==> src/rtl/freq_hist_pkg.sv <==
// Shared state encoding and default sizing for the symbol-frequency histogram.
package freq_hist_pkg;

  typedef enum logic [1:0] {IDLE, CLEAR, COUNT, DONE} state_t;

  localparam int DEF_SYM_W   = 4;
  localparam int DEF_NUM_SYM = 10;
  localparam int DEF_CNT_W   = 8;
  localparam int DEF_TOT_W   = 16;

endpackage

==> src/rtl/freq_hist_bin.sv <==
// One W-bit event counter with clear; count visible the edge after inc, no backpressure.
// ovf flags an increment attempted at all-ones (saturates with FREQ_HIST_SAT_EN, else wraps).
module freq_hist_bin
  import freq_hist_pkg::*;
#(
  parameter int W = DEF_CNT_W
) (
  input  logic         clk,
  input  logic         rst,
  input  logic         clr,
  input  logic         inc,
  output logic [W-1:0] cnt,
  output logic         ovf
);

  assign ovf = inc && (&cnt);

  always_ff @(posedge clk) begin
    if (rst || clr) begin
      cnt <= '0;
    end else if (inc) begin
`ifdef FREQ_HIST_SAT_EN
      if (!ovf) cnt <= cnt + 1'b1;
`else
      cnt <= cnt + 1'b1;
`endif
    end
  end

endmodule

==> src/rtl/freq_hist.sv <==
// Framed symbol histogram (Start -> clear -> count until Last -> Done); bins/Total update 1 cycle after accept,
// Rd_cnt 1-cycle readout; one symbol per cycle, no backpressure. FREQ_HIST_SAT_EN selects saturating counters.
module freq_hist
  import freq_hist_pkg::*;
#(
  parameter int SYM_W   = DEF_SYM_W,
  parameter int NUM_SYM = DEF_NUM_SYM,
  parameter int CNT_W   = DEF_CNT_W,
  parameter int TOT_W   = DEF_TOT_W
) (
  input  logic                       Clk_in,
  input  logic                       Rst,
  input  logic                       Start,
  input  logic                       Din_valid,
  input  logic [SYM_W-1:0]           Data_in,
  input  logic                       Last,
  output logic                       Busy,
  output logic                       Done,
  input  logic [$clog2(NUM_SYM)-1:0] Rd_addr,
  output logic [CNT_W-1:0]           Rd_cnt,
  output logic [TOT_W-1:0]           Total,
  output logic                       Bad_sym,
  output logic                       Ovf
);

  localparam int AW = $clog2(NUM_SYM);

  state_t             state;
  logic [AW-1:0]      clr_idx;
  logic [CNT_W-1:0]   bin_cnt [NUM_SYM];
  logic [NUM_SYM-1:0] bin_ovf;
  logic               tot_ovf;
  logic               in_range;
  logic               accept;
  logic               first_clr;

  assign in_range  = int'(Data_in) < NUM_SYM;
  // A Start in COUNT wins over the symbol presented in the same cycle.
  assign accept    = (state == COUNT) && !Start && Din_valid;
  assign first_clr = (state == CLEAR) && (clr_idx == '0);

  for (genvar i = 0; i < NUM_SYM; i++) begin : g_bin
    freq_hist_bin #(.W(CNT_W)) u_bin (
      .clk (Clk_in),
      .rst (Rst),
      .clr ((state == CLEAR) && (clr_idx == AW'(i))),
      .inc (accept && (Data_in == SYM_W'(i))),
      .cnt (bin_cnt[i]),
      .ovf (bin_ovf[i])
    );
  end

  freq_hist_bin #(.W(TOT_W)) u_total (
    .clk (Clk_in),
    .rst (Rst),
    .clr (first_clr),
    .inc (accept && in_range),
    .cnt (Total),
    .ovf (tot_ovf)
  );

  always_ff @(posedge Clk_in) begin
    if (Rst) begin
      state   <= IDLE;
      clr_idx <= '0;
      Busy    <= 1'b0;
      Done    <= 1'b0;
      Bad_sym <= 1'b0;
      Ovf     <= 1'b0;
    end else if (Start) begin
      state   <= CLEAR;
      clr_idx <= '0;
      Busy    <= 1'b1;
      Done    <= 1'b0;
    end else begin
      case (state)
        CLEAR: begin
          if (clr_idx == '0) begin
            Bad_sym <= 1'b0;
            Ovf     <= 1'b0;
          end
          if (clr_idx == AW'(NUM_SYM - 1)) state <= COUNT;
          else clr_idx <= clr_idx + 1'b1;
        end
        COUNT: begin
          if (Din_valid) begin
            if (!in_range) Bad_sym <= 1'b1;
            if ((|bin_ovf) || tot_ovf) Ovf <= 1'b1;
            if (Last) begin
              state <= DONE;
              Busy  <= 1'b0;
              Done  <= 1'b1;
            end
          end
        end
        default: ;
      endcase
    end
  end

  always_ff @(posedge Clk_in) begin
    if (Rst) Rd_cnt <= '0;
    else if (int'(Rd_addr) < NUM_SYM) Rd_cnt <= bin_cnt[Rd_addr];
    else Rd_cnt <= '0;
  end

endmodule

==> config.mk <==
export PLATFORM = sky130hd
export DESIGN_NAME = freq_hist
export DESIGN_NICKNAME = d
export VERILOG_FILES = /design/src/rtl/freq_hist_pkg.sv /design/src/rtl/freq_hist_bin.sv /design/src/rtl/freq_hist.sv
export SDC_FILE = /design/constraint.sdc
export NUM_CORES = 1
export LEC_CHECK = 0
export ABC_AREA = 1
export CORE_MARGIN = 1
export CORE_UTILIZATION = 35
export DETAILED_ROUTE_END_ITERATION = 6
export SYNTH_ARGS = -nofsm -noshare
export SYNTH_HDL_FRONTEND = slang
export SYNTH_SLANG_ARGS = --single-unit
==> constraint.sdc <==
create_clock -name Clk_in -period 3.84 [get_ports Clk_in]
set_input_delay 0.384 -clock Clk_in [delete_from_list [all_inputs] [get_ports Clk_in]]
set_output_delay 0.384 -clock Clk_in [all_outputs]
set_load 0.005 [all_outputs]
# After elaboration in Yosys (flattened, before gate mapping)
# Cells that the tools add are included.
# W data, S select, Z words.
# totals
input_bits	13
output_inout_bits	28
elab_cells	160
ff_bits	114
# op_classes
reduce_logical	74
addsub	12
n_eq_ne	29
n_lt_le_gt_ge	3
n_mux	19
n_bitwise	4
# ops
cell	n
$add A8 B1 Y8 const B	10
$reduce_and A8 Y1	10
$logic_and A1 B1 Y1	34
$bmux W8 S4	1
$eq A4 B3 Y1 const B	8
$add A16 B1 Y16 const B	1
$eq A4 B2 Y1 const B	4
$eq A4 B4 Y1 const B	4
$mux W8	2
$reduce_and A16 Y1	1
$logic_or A1 B1 Y1	11
$mux W1	10
$reduce_and A5 Y1	2
$reduce_or A10 Y1	1
$eq A4 B1 Y1 const B	2
$logic_not A4 Y1	2
$lt A4 B4 Y1 const B	2
$reduce_and A4 Y1	2
$reduce_bool A2 Y1	4
$mux W2	3
$ne A2 B1 Y1 const B	3
$ne A2 B2 Y1 const B	3
$ne A3 B3 Y1 const B	2
$reduce_and A3 Y1	2
13 further kinds	17

# Depth between registers and ports, before layout
# Gate-level depths: netlist of run 1.
# depth
ltp_word	10
mapped_depth	11

# By module
# A second synthesis of run 1 with hierarchy kept.
# unflattened
hier_cells	998
hier_area_um2	6462.4
# modules_own_cells
mod	instances	area_each_um2	cells_each
freq_hist_bin (g_bin[0].u_bin ...)	10	369.1	52
freq_hist	1	1886.8	351
freq_hist_bin (u_total)	1	884.6	127

# Worst setup path after synthesis of run 1
# No wires, ideal clock.
# synth_timing
path_type	input to register
from	in Start
to	reg u_total.cnt[9]
t_required_ps	3721
path_slack_ps	2311
arrival_time_ps	1409
setup_time_ps	119
path_buffers	0
path_stages	10
cell_sequence	inv_1 -> nand2_1 -> nor2_2 -> nand2_2 -> nor2_4 -> nand2_1 -> nor2_1 -> nand2_1 -> o21ai_0 -> a21oi_1
# synth_via
elab_chain_len	4
# synth_lines
item	line_no	rtl
start, declared	freq_hist.sv:13	input logic Start,
$logic_not A1 Y1	freq_hist.sv:39	assign accept = (state == COUNT) && !Start && Din_valid;
$logic_and A1 B1 Y1 (2 in a row)	freq_hist.sv:39	
$logic_and A1 B1 Y1	freq_hist.sv:57	.inc (accept && in_range),
end signal, assigned	freq_hist_bin.sv:25	cnt <= cnt + 1'b1;
end, declared	freq_hist_bin.sv:12	output logic [W-1:0] cnt,
# No other way between the ends.
# A chain may end at the register's enable or synchronous reset.

# Worst setup path after layout of run 1
# layout_timing
from	in Din_valid
to	reg g_bin[8].u_bin.cnt[4]
# layout_via
elab_chain_len	2
# layout_lines
item	line_no	rtl
start, declared	freq_hist.sv:14	input logic Din_valid,
$logic_and A1 B1 Y1	freq_hist.sv:39	
$logic_and A1 B1 Y1	freq_hist.sv:47	.inc (accept && (Data_in == SYM_W'(i))),
end signal, assigned	freq_hist_bin.sv:25	
end, declared	freq_hist_bin.sv:12	
# No other way between the ends.

==> results of run 1 <==
-- kinds of logic after synthesis --
family | after synthesis | share of synthesized area
DFF | 114 | 0.376
and+or+nand+nor | 385 | 0.308
xor gates and xnor gates | 24 | 0.0346
buffers and inverters | 133 | 0.0841
AOI/OAI and AO/OA | 188 | 0.166
adders and majority gates | 15 | 0.0309
-- power by group --
part	switching, mW	internal, mW	leakage [nW]
registers	0.00266	1.19	0.919
logic	0.0980	0.0464	1.36
clock network	0.589	1.05	0.292
total	0.689	2.29	2.57
-- layout make-up --
cell class / count / area share
sequential: 114 / 0.312
tap: 220 / 0.0376
clock buffer: 20 / 0.0624
timing repair buffer: 42 / 0.0568
multi-input combinational: 612 / 0.448
clock inverter: 12 / 0.0216
inverter: 119 / 0.0611
-- path summary, 6_finish.rpt --
kind,startpoint,endpoint,slack (ps),cells after the start
setup / recovery,Din_valid,g_bin[8].u_bin.cnt[4],1530,10
hold / removal,Done,Done,460,2
setup reg to reg,state[1],g_bin[8].u_bin.cnt[4],1650,9
hold reg to reg,Done,Done,460,2
-- synth_stat cells (all sizes together), types with 2 or more instances --
master / number / area [um2]
inv: 115 / 432
nand3b: 3 / 22.5
o21ai: 81 / 405
dfxtp: 114 / 2280
clkbuf: 10 / 37.5
clkinv: 4 / 15.0
o21ba: 2 / 20.0
a31oi: 2 / 12.5
o21a: 3 / 22.5
nand3: 57 / 285
nor2: 110 / 498
nor3b: 12 / 90.1
nor3: 28 / 198
a211oi: 5 / 37.5
ha: 15 / 188
or2: 5 / 31.3
xnor2: 3 / 26.3
o221ai: 2 / 17.5
buf: 4 / 26.3
o211ai: 6 / 45.0
nor4: 4 / 37.5
xor2: 21 / 184
nand2: 143 / 547
o21bai: 2 / 15.0
a21oi: 83 / 415
nand4: 23 / 163
-- critical path: stages --
cell and delay [ps]:
clkdlybuf4s50_1 500, inv_1 50, nor2_1 160, nand2_1 500
nor2_1 330, nand2_2 160, nor3_1 220, nand2_1 100
nand2_1 60, nor3b_1 180
-- registers in the layout (all words and copies together), names as in the netlist --
| signal | count |
|---|---|
| g_bin.u_bin.cnt | 80 |
| u_total.cnt | 16 |
| Ovf | 1 |
| state | 2 |
| Busy | 1 |
| Rd_cnt | 8 |
| clr_idx | 4 |
| Done | 1 |
| Bad_sym | 1 |
-- layout by cell type, fill, tap and decap left out, drive strengths merged, types with 6 or more instances in the layout --
cell type	count
nand2	143
inv	115
dfxtp	114
nor2	110
a21oi	83
o21ai	81
nand3	57
clkdlybuf4s50	40
nor3	28
nand4	23
xor2	21
clkbuf	20
ha	15
nor3b	12
clkinv	10
o211ai	6
-- metal layers --
| metal | vias up | routed length, um | global-route usage |
|---|---|---|---|
| met2 | 121 | 6420 | 0.261 |
| met4 | 0 | 190 | 0.0631 |
| met5 | - | 0 | 0 |
| met3 | 16 | 713 | 0.0438 |
| met1 | 2510 | 7690 | 0.249 |
| li1 | 2961 | - | - |
-- per-stage QoR --
| step | util | cell area, um2 | setup WS, ps |
|---|---|---|---|
| final | 0.436 | 7310 | 1530 |
| after global placement | 0.400 | 6700 | 1160 |
| after detailed placement | 0.400 | 6700 | 1080 |
| after floorplan | - | 6070 | 2310 |
| after global routing | 0.436 | 7310 | 1180 |
| after CTS | 0.436 | 7310 | 1520 |
==> summary.txt, run 1 <==
RSZ-0062 raised after global routing -> no
Number of global-route vias before repair -> 5082
Worst endpoint data arrival time -> 2650 ps
Netlist cell types -> 39
Placed Instances -> 1107
Top_reg_cell synth -> dfxtp_1
Antenna viol nets, final -> 0
Global-route wire length before repair -> 24800 um
Number of cell rows -> 47
Crit start category -> input port
Die ar. -> 0.0179 mm2
Initial antenna violation count -> 0
Detailed Place HPWL -> 11200 um
Final min period -> 2310 ps
Layout cells sized above 1 -> 0.0881
Core Region -> 0.0168 mm2
CTS tree -> yes
Final setup TNS -> 0 ps
Die width -> 134 um
Worst vdd ir -> 0.302 mV
Clock Path Buffers -> 2
Crit path capture type -> flop
Fin cells -> 1139
Syn Area/Cell -> 7.07 um2
Fillers -> 1725
Net count after synthesis -> 887
Multi-input combinational cell area -> 0.00328 mm2
Antenna cells -> 0
Total track usage -> 0.177
Clk_skew -> 10.0 ps
Fin Hold WS -> 458 ps
Power per cell area -> 407 mW/mm2
Die Ht -> 134 um
Overflow after GRT -> 0
Number of sinks on the clock net -> 114
Pleak -> 2.57 nW
Root Driver -> clkbuf_16
Syn. warnings -> 0
Post-synth EDFFs -> 0
Post-synthesis cell area -> 0.00607 mm2
# hold bufs at CTS -> 0
Maximum fanout along the worst path -> 11
Residual DRC count -> 0
# resized after CTS -> 0
Worst-skew pair later-pin latency -> 430 ps
DR WL/cell -> 13.2 um
Final Hold Fails -> 0
DR vias/cell -> 4.92
Highest clock rate -> 433 MHz
Detailed router's first-iteration violation count -> 368
Worst path required time -> 4180 ps
Max-cap viol count -> 0
Worst hold path type -> flop to flop
Asr flop ratio synth -> 0
Post-CTS Setup Bufs -> 0
Area delta synth->final -> 20.4%
Register bit total from synthesis -> 114
Final setup fails -> 0
Layout Nets -> 934
Total Wirelength -> 15000 um
Seq/Total Area, Yosys -> 0.376
H-tree levels -> 4
I/O pins -> 41
Pins Over Slew Limit -> 0
Placer Congestion -> 0.876
Register area -> 0.00228 mm2
Clk pin slew, worst setup/hold paths -> 60 ps
Mapped Cells -> 859
Initial Util -> 0.362
Largest net degree at the start of global routing -> 46
Worst-Margin Slew -> 859 ps
Vias -> 5608
Kind of critical path -> input port to flop
Status -> complete, no violations
Port bufs -> 40
CTS buffer count -> 17
Pwr Total -> 2.98 mW
DRT Pass-1 Iters -> 4
Rel. slew slack -> 0.426
Tcrit/Tclk final -> 0.601
Note: power is estimated with default switching activity, not from simulation.
==> run 2: changes to the inputs <==
- clock period: 3.84 -> 2.2 ns (I/O delays scaled with it)
==> summary.txt, run 2 (synthesized netlist as in run 1, its figures left out) <==
Status -> complete, no violations
Commonest non-fill, non-tap cell in the layout -> nand2_1
Worst-path cell chain -> inv_2 > nor2_2 > nand2_1 > buf_4 > nor3_4 > nand2_1 > nor2_1 > xor2_1 > nor2_1
Max-cap viol count -> 0 (unchanged)
Residual DRC count -> 0 (unchanged)
Placer Congestion -> 0.854 (-2.4%)
Vias -> 5640 (+0.57%)
Root Driver -> clkbuf_16
Worst r2r dst -> g_bin[7].u_bin.cnt[6]
RSZ-0062 raised after global routing -> no
R2r setup slk -> 490 ps (-1160 ps)
Highest clock rate -> 584 MHz
Crit path capture type -> flop
CTS tree -> yes
Slowest stage delay, CP -> 360 ps (-140 ps)
Fin Hold WS -> 448 ps (-10.0 ps)
Pleak -> 2.68 nW (+4.3%)
Initial Util -> 0.362 (unchanged)
Layout cells sized above 1 -> 0.106 (+0.0174)
Largest regs -> g_bin.u_bin.cnt: 80 flops, u_total.cnt: 16 flops, Rd_cnt: 8 flops
Number of flip-flops in the largest register -> 80 (unchanged)
Antenna viol nets, final -> 0 (unchanged)
Crit start category -> flop
Power per cell area -> 709 mW/mm2 (+74%)
Worst path required time -> 2500 ps (-1680 ps)
Detailed router's first-iteration violation count -> 412 (+12%)
Final Cell Area -> 0.00748 mm2 (+2.3%)
Total Wirelength -> 15300 um (+1.7%)
H-tree levels -> 4 (unchanged)
# hold bufs at CTS -> 0 (unchanged)
Final Hold Fails -> 0 (unchanged)
Worst Hold Launch -> Last
Layout Nets -> 953 (+2.0%)
Port bufs -> 40 (unchanged)
Die width -> 134 um (unchanged)
Core Region -> 0.0168 mm2 (unchanged)
Rel. slew slack -> 0.591 (+0.165)
Final setup fails -> 0 (unchanged)
DR WL/cell -> 13.2 um (about the same)
Cell at the slowest stage of the critical path -> dfxtp_1
Number of global-route vias before repair -> 5029 (-1.0%)
Global-route wire length before repair -> 25200 um (+1.6%)
I/O pins -> 41 (unchanged)
Fillers -> 1685 (-2.3%)
Kind of critical path -> flop to flop
Reg2reg start -> state[1]
Worst vdd ir -> 0.439 mV (+45%)
Die Ht -> 134 um (unchanged)
Commonest non-fill, non-tap cells in the layout -> nand2_1 (139), dfxtp_1 (114), inv_1 (107)
# resized after CTS -> 0 (unchanged)
Number of cell rows -> 47 (unchanged)
Number of sinks on the clock net -> 114 (unchanged)
Post-CTS Setup Bufs -> 0 (unchanged)
Final min period -> 1710 ps
Pins Over Slew Limit -> 0 (unchanged)
Hold EP -> Done
Largest net degree at the start of global routing -> 36 (-22%)
Die ar. -> 0.0179 mm2 (unchanged)
Overflow after GRT -> 0 (unchanged)
Worst r2r path cells -> 9 (unchanged)
Hold path cells -> 3 (+1)
Tcrit/Tclk final -> 0.779
DR vias/cell -> 4.87 (-1.1%)
Antenna cells -> 0 (unchanged)
Largest register by flop count -> g_bin.u_bin.cnt
Final setup TNS -> 0 ps (unchanged)
DRT Pass-1 Iters -> 6 (+2)
Worst hold path type -> input port to flop
Post-Place Cell Area -> 0.00685 mm2 (+2.3%)
Worst-Margin Slew -> 610 ps (-249 ps)
CTS buffer count -> 17 (unchanged)
Detailed Place HPWL -> 11500 um (+2.6%)
Area delta synth->final -> 23.2%
Initial antenna violation count -> 0 (unchanged)
Worst-skew pair later-pin latency -> 420 ps (about the same)
Worst endpoint data arrival time -> 2020 ps (-630 ps)
Clock Path Buffers -> 2 (unchanged)
Clk pin slew, worst setup/hold paths -> 60 ps (about the same)
Maximum fanout along the worst path -> 10 (-1)
Clk_skew -> 10.7 ps (+0.643 ps)
Total track usage -> 0.180 (+0.00326)
## run 2: changes by cell type in the layout (fill, tap and decap cells not counted)
cell | before | now
buf_4 | 2 | 20
clkinv_4 | 4 | 0
clkinv_2 | 2 | 4
buf_12 | 0 | 1
bufinv_16 | 3 | 4
clkbuf_1 | 1 | 2
clkbuf_8 | 2 | 3
clkinvlp_4 | 3 | 2
## run 2: per-stage QoR
stage                     total power, mW  utilization  cells  worst slack, ps
after floorplan                      2.28            -    859              710
after global placement               2.40        0.409   1126              126
after detailed placement             2.40        0.409   1126              116
after CTS                            5.37        0.447   1158              481
after global routing                 5.48        0.447   1158              315
final                                5.31        0.447   1158              486
## run 2: worst max-delay path: cells and delay by family (launching register included)
kind                   cells  cell delay [ps]
buffers and inverters      2              260
XOR/XNOR                   1              160
AND/OR/NAND/NOR            6              810
flip-flops                 1              360
## run 2: report_power, final
group          internal (mW)  switching, mW  leakage (nW)  total, mW
sequential              2.08        0.00473         0.919       2.08
combinational          0.102          0.174          1.45      0.277
clock                   1.98          0.976         0.306       2.95
total                   4.15           1.16          2.68       5.31
## run 2: routing by layer
layer / GRT usage / up-vias / part of all wire
met3: 0.0335 / 21 / 0.045
met2: 0.270 / 117 / 0.44
met1: 0.253 / 2516 / 0.50
met5: 0 / - / 0
li1: - / 2986 / -
met4: 0.0751 / 0 / 0.017
## run 2: worst max-delay path by stage
| stage | startpoint | to | slack, ps |
|---|---|---|---|
| 5_1_grt | state[0] | u_total.cnt[9] | 320 |
| 6_report | state[1] | g_bin[7].u_bin.cnt[6] | 490 |
| 4_1_cts | clr_idx[0] | u_total.cnt[7] | 480 |
| 3_3_place_gp | Start | u_total.cnt[9] | 130 |
| 2_1_floorplan | clr_idx[0] | u_total.cnt[11] | 710 |
| 3_5_place_dp | Start | u_total.cnt[9] | 120 |
## run 2: final cells by class
class	count	area, um2	area share
multi-input combinational	612	3280	0.438
inverter	119	447	0.0597
timing repair buffer	61	571	0.0762
clock inverter	10	155	0.0207
sequential	114	2280	0.305
clock buffer	22	474	0.0634
tap	220	275	0.0368
==> run 3: changes to the inputs <==
- clock period: 2.2 -> 1.8 ns (I/O delays scaled with it)
==> summary.txt, run 3 (synthesized netlist as in run 1, its figures left out) <==
Final setup fails -> 0 (unchanged)
DRT Pass-1 Iters -> 5 (-1)
Initial Util -> 0.362 (unchanged)
Fin cells -> 1206 (+4.1%)
Tcrit/Tclk final -> 0.905 (+0.126)
Max-cap viol count -> 0 (unchanged)
Final setup TNS -> 0 ps (unchanged)
Worst-Margin Slew -> 380 ps (-230 ps)
Detailed router's first-iteration violation count -> 465 (+13%)
Status -> complete, no violations
RSZ-0062 raised after global routing -> yes
Fin worst setup slack -> 171 ps (-315 ps)
Seq pwr share -> 0.381 (-0.011)
Setup slack at placement -> -248 ps (-364 ps)
Overflow after GRT -> 0 (unchanged)
Kind of critical path -> flop to flop
Power per cell area -> 842 mW/mm2 (+19%)
Antenna cells -> 0 (unchanged)
Maximum fanout along the worst path -> 12 (+2)
Final Hold Fails -> 0 (unchanged)
Initial antenna violation count -> 0 (unchanged)
DR WL/cell -> 13.2 um (about the same)
Crit path buf inv count -> 3 (+1)
Root Driver -> clkbuf_16
Worst path required time -> 2140 ps (-360 ps)
Number of sinks on the clock net -> 114 (unchanged)
Crit start category -> flop
CTS buffer count -> 17 (unchanged)
Final Cell Area -> 0.00792 mm2 (+5.8%)
Crit path capture type -> flop
Post-Place Cell Area -> 0.00719 mm2 (+4.9%)
Worst endpoint data arrival time -> 1970 ps (-50 ps)
Core Region -> 0.0168 mm2 (unchanged)
Global-route wire length before repair -> 26400 um (+4.8%)
Die Ht -> 134 um (unchanged)
Worst-path cell chain -> inv_1 > ha_1 > nand2_1 > nor2_1 > nor2_1 > buf_4 > inv_1 > a211oi_1
Largest regs -> g_bin.u_bin.cnt: 80 flops, u_total.cnt: 16 flops, Rd_cnt: 8 flops
Highest clock rate -> 614 MHz (+5.2%)
Worst-skew pair later-pin latency -> 420 ps (about the same)
I/O pins -> 41 (unchanged)
Worst hold path type -> input port to flop
Clock Path Buffers -> 2 (unchanged)
Pleak -> 2.95 nW (+10%)
Cell at the slowest stage of the critical path -> dfxtp_1
Placed Instances -> 1169 (+3.8%)
Rel. slew slack -> 0.747 (+0.156)
Layout cells sized above 1 -> 0.154 (+0.0486)
Residual DRC count -> 0 (unchanged)
Largest register by flop count -> g_bin.u_bin.cnt
Total track usage -> 0.189 (+0.00834)
Commonest non-fill, non-tap cell in the layout -> nand2_1
Number of flip-flops in the largest register -> 80 (unchanged)
Number of cell rows -> 47 (unchanged)
Detailed Place HPWL -> 11800 um (+3.0%)
Slowest stage delay, CP -> 370 ps (about the same)
Placer Congestion -> 0.848 (-0.70%)
Crit-path leading delay family -> buffers and inverters
Die width -> 134 um (unchanged)
Clock share of power -> 0.563 (+0.007)
# hold bufs at CTS -> 0 (unchanged)
CTS tree -> yes
Antenna viol nets, final -> 0 (unchanged)
Commonest non-fill, non-tap cells in the layout -> nand2_1 (138), dfxtp_1 (113), inv_1 (107)
NetSw -> 1.48 mW (+28%)
Sw frac -> 0.222 (+0.00463)
Clk_skew -> 10.5 ps (-0.140 ps)
Clk pin slew, worst setup/hold paths -> 60 ps (about the same)
Cell-internal power -> 5.19 mW (+25%)
Combinational share of power -> 0.056 (+0.004)
Final min period -> 1630 ps (-84.7 ps)
Number of global-route vias before repair -> 5454 (+8.5%)
Largest net degree at the start of global routing -> 35 (-2.8%)
Total Wirelength -> 15900 um (+4.2%)
Worst vdd ir -> 0.643 mV (+47%)
Port bufs -> 40 (unchanged)
Layout Nets -> 1001 (+5.0%)
Vias -> 5860 (+3.9%)
Area delta synth->final -> 30.4%
Pins Over Slew Limit -> 0 (unchanged)
H-tree levels -> 4 (unchanged)
DR vias/cell -> 4.86 (-0.23%)
Die ar. -> 0.0179 mm2 (unchanged)
## run 3: per-stage QoR
| stage | total power, mW | utilization | hold slack (ps) |
|---|---|---|---|
| 3_3_place_gp | 2.97 | 0.429 | 444 |
| 4_1_cts | 6.73 | 0.468 | 387 |
| 5_1_grt | 6.89 | 0.472 | 424 |
| 2_1_floorplan | 2.78 | - | 249 |
| 3_5_place_dp | 2.97 | 0.429 | 448 |
| 6_report | 6.67 | 0.472 | 402 |
## run 3: worst paths after layout
kind,from,endpoint,slack [ps],cells past startpoint
hold reg to reg,Done,Done,460,2
hold / removal,Last,Done,400,3
setup reg to reg,clr_idx[0],u_total.cnt[7],170,8
setup / recovery,clr_idx[0],u_total.cnt[7],170,8
## run 3: routing by layer
layer  track usage  routed length (um)  vias up
met5             0                   0        -
met4        0.0745                 329        0
met3        0.0407                 650       24
met2         0.290                6990      107
met1         0.256                7950     2640
li1              -                   -     3089
## run 3: repair_timing
item,4_1_cts,5_1_grt
resized for setup,0,11
buffers inserted,0,5
setup endpoints to repair,0,24
## run 3: final cells by class
type	count	area, um2
Fill cell	1658	8840
Multi-Input combinational cell	612	3310
Timing Repair Buffer	109	956
Clock inverter	12	204
Inverter	119	447
Tap cell	220	275
Sequential cell	114	2280
Clock buffer	20	447
## run 3: worst reg2reg max path: cells and delay by family (launching register included)
kind / cells / cell delay (ps)
flops: 1 / 370
compound gates: 1 / 250
buf+inv: 3 / 450
fa+ha+maj: 1 / 200
simple gates: 3 / 270
## run 3: power groups by stage
stage / sequential [mW] / clock, mW / combinational, mW
finish: 2.54 / 3.75 / 0.373
global route: 2.54 / 3.94 / 0.414
CTS: 2.54 / 3.82 / 0.371
detailed placement: 2.60 / 0 / 0.369
global placement: 2.60 / 0 / 0.370
floorplan: 2.60 / 0 / 0.185
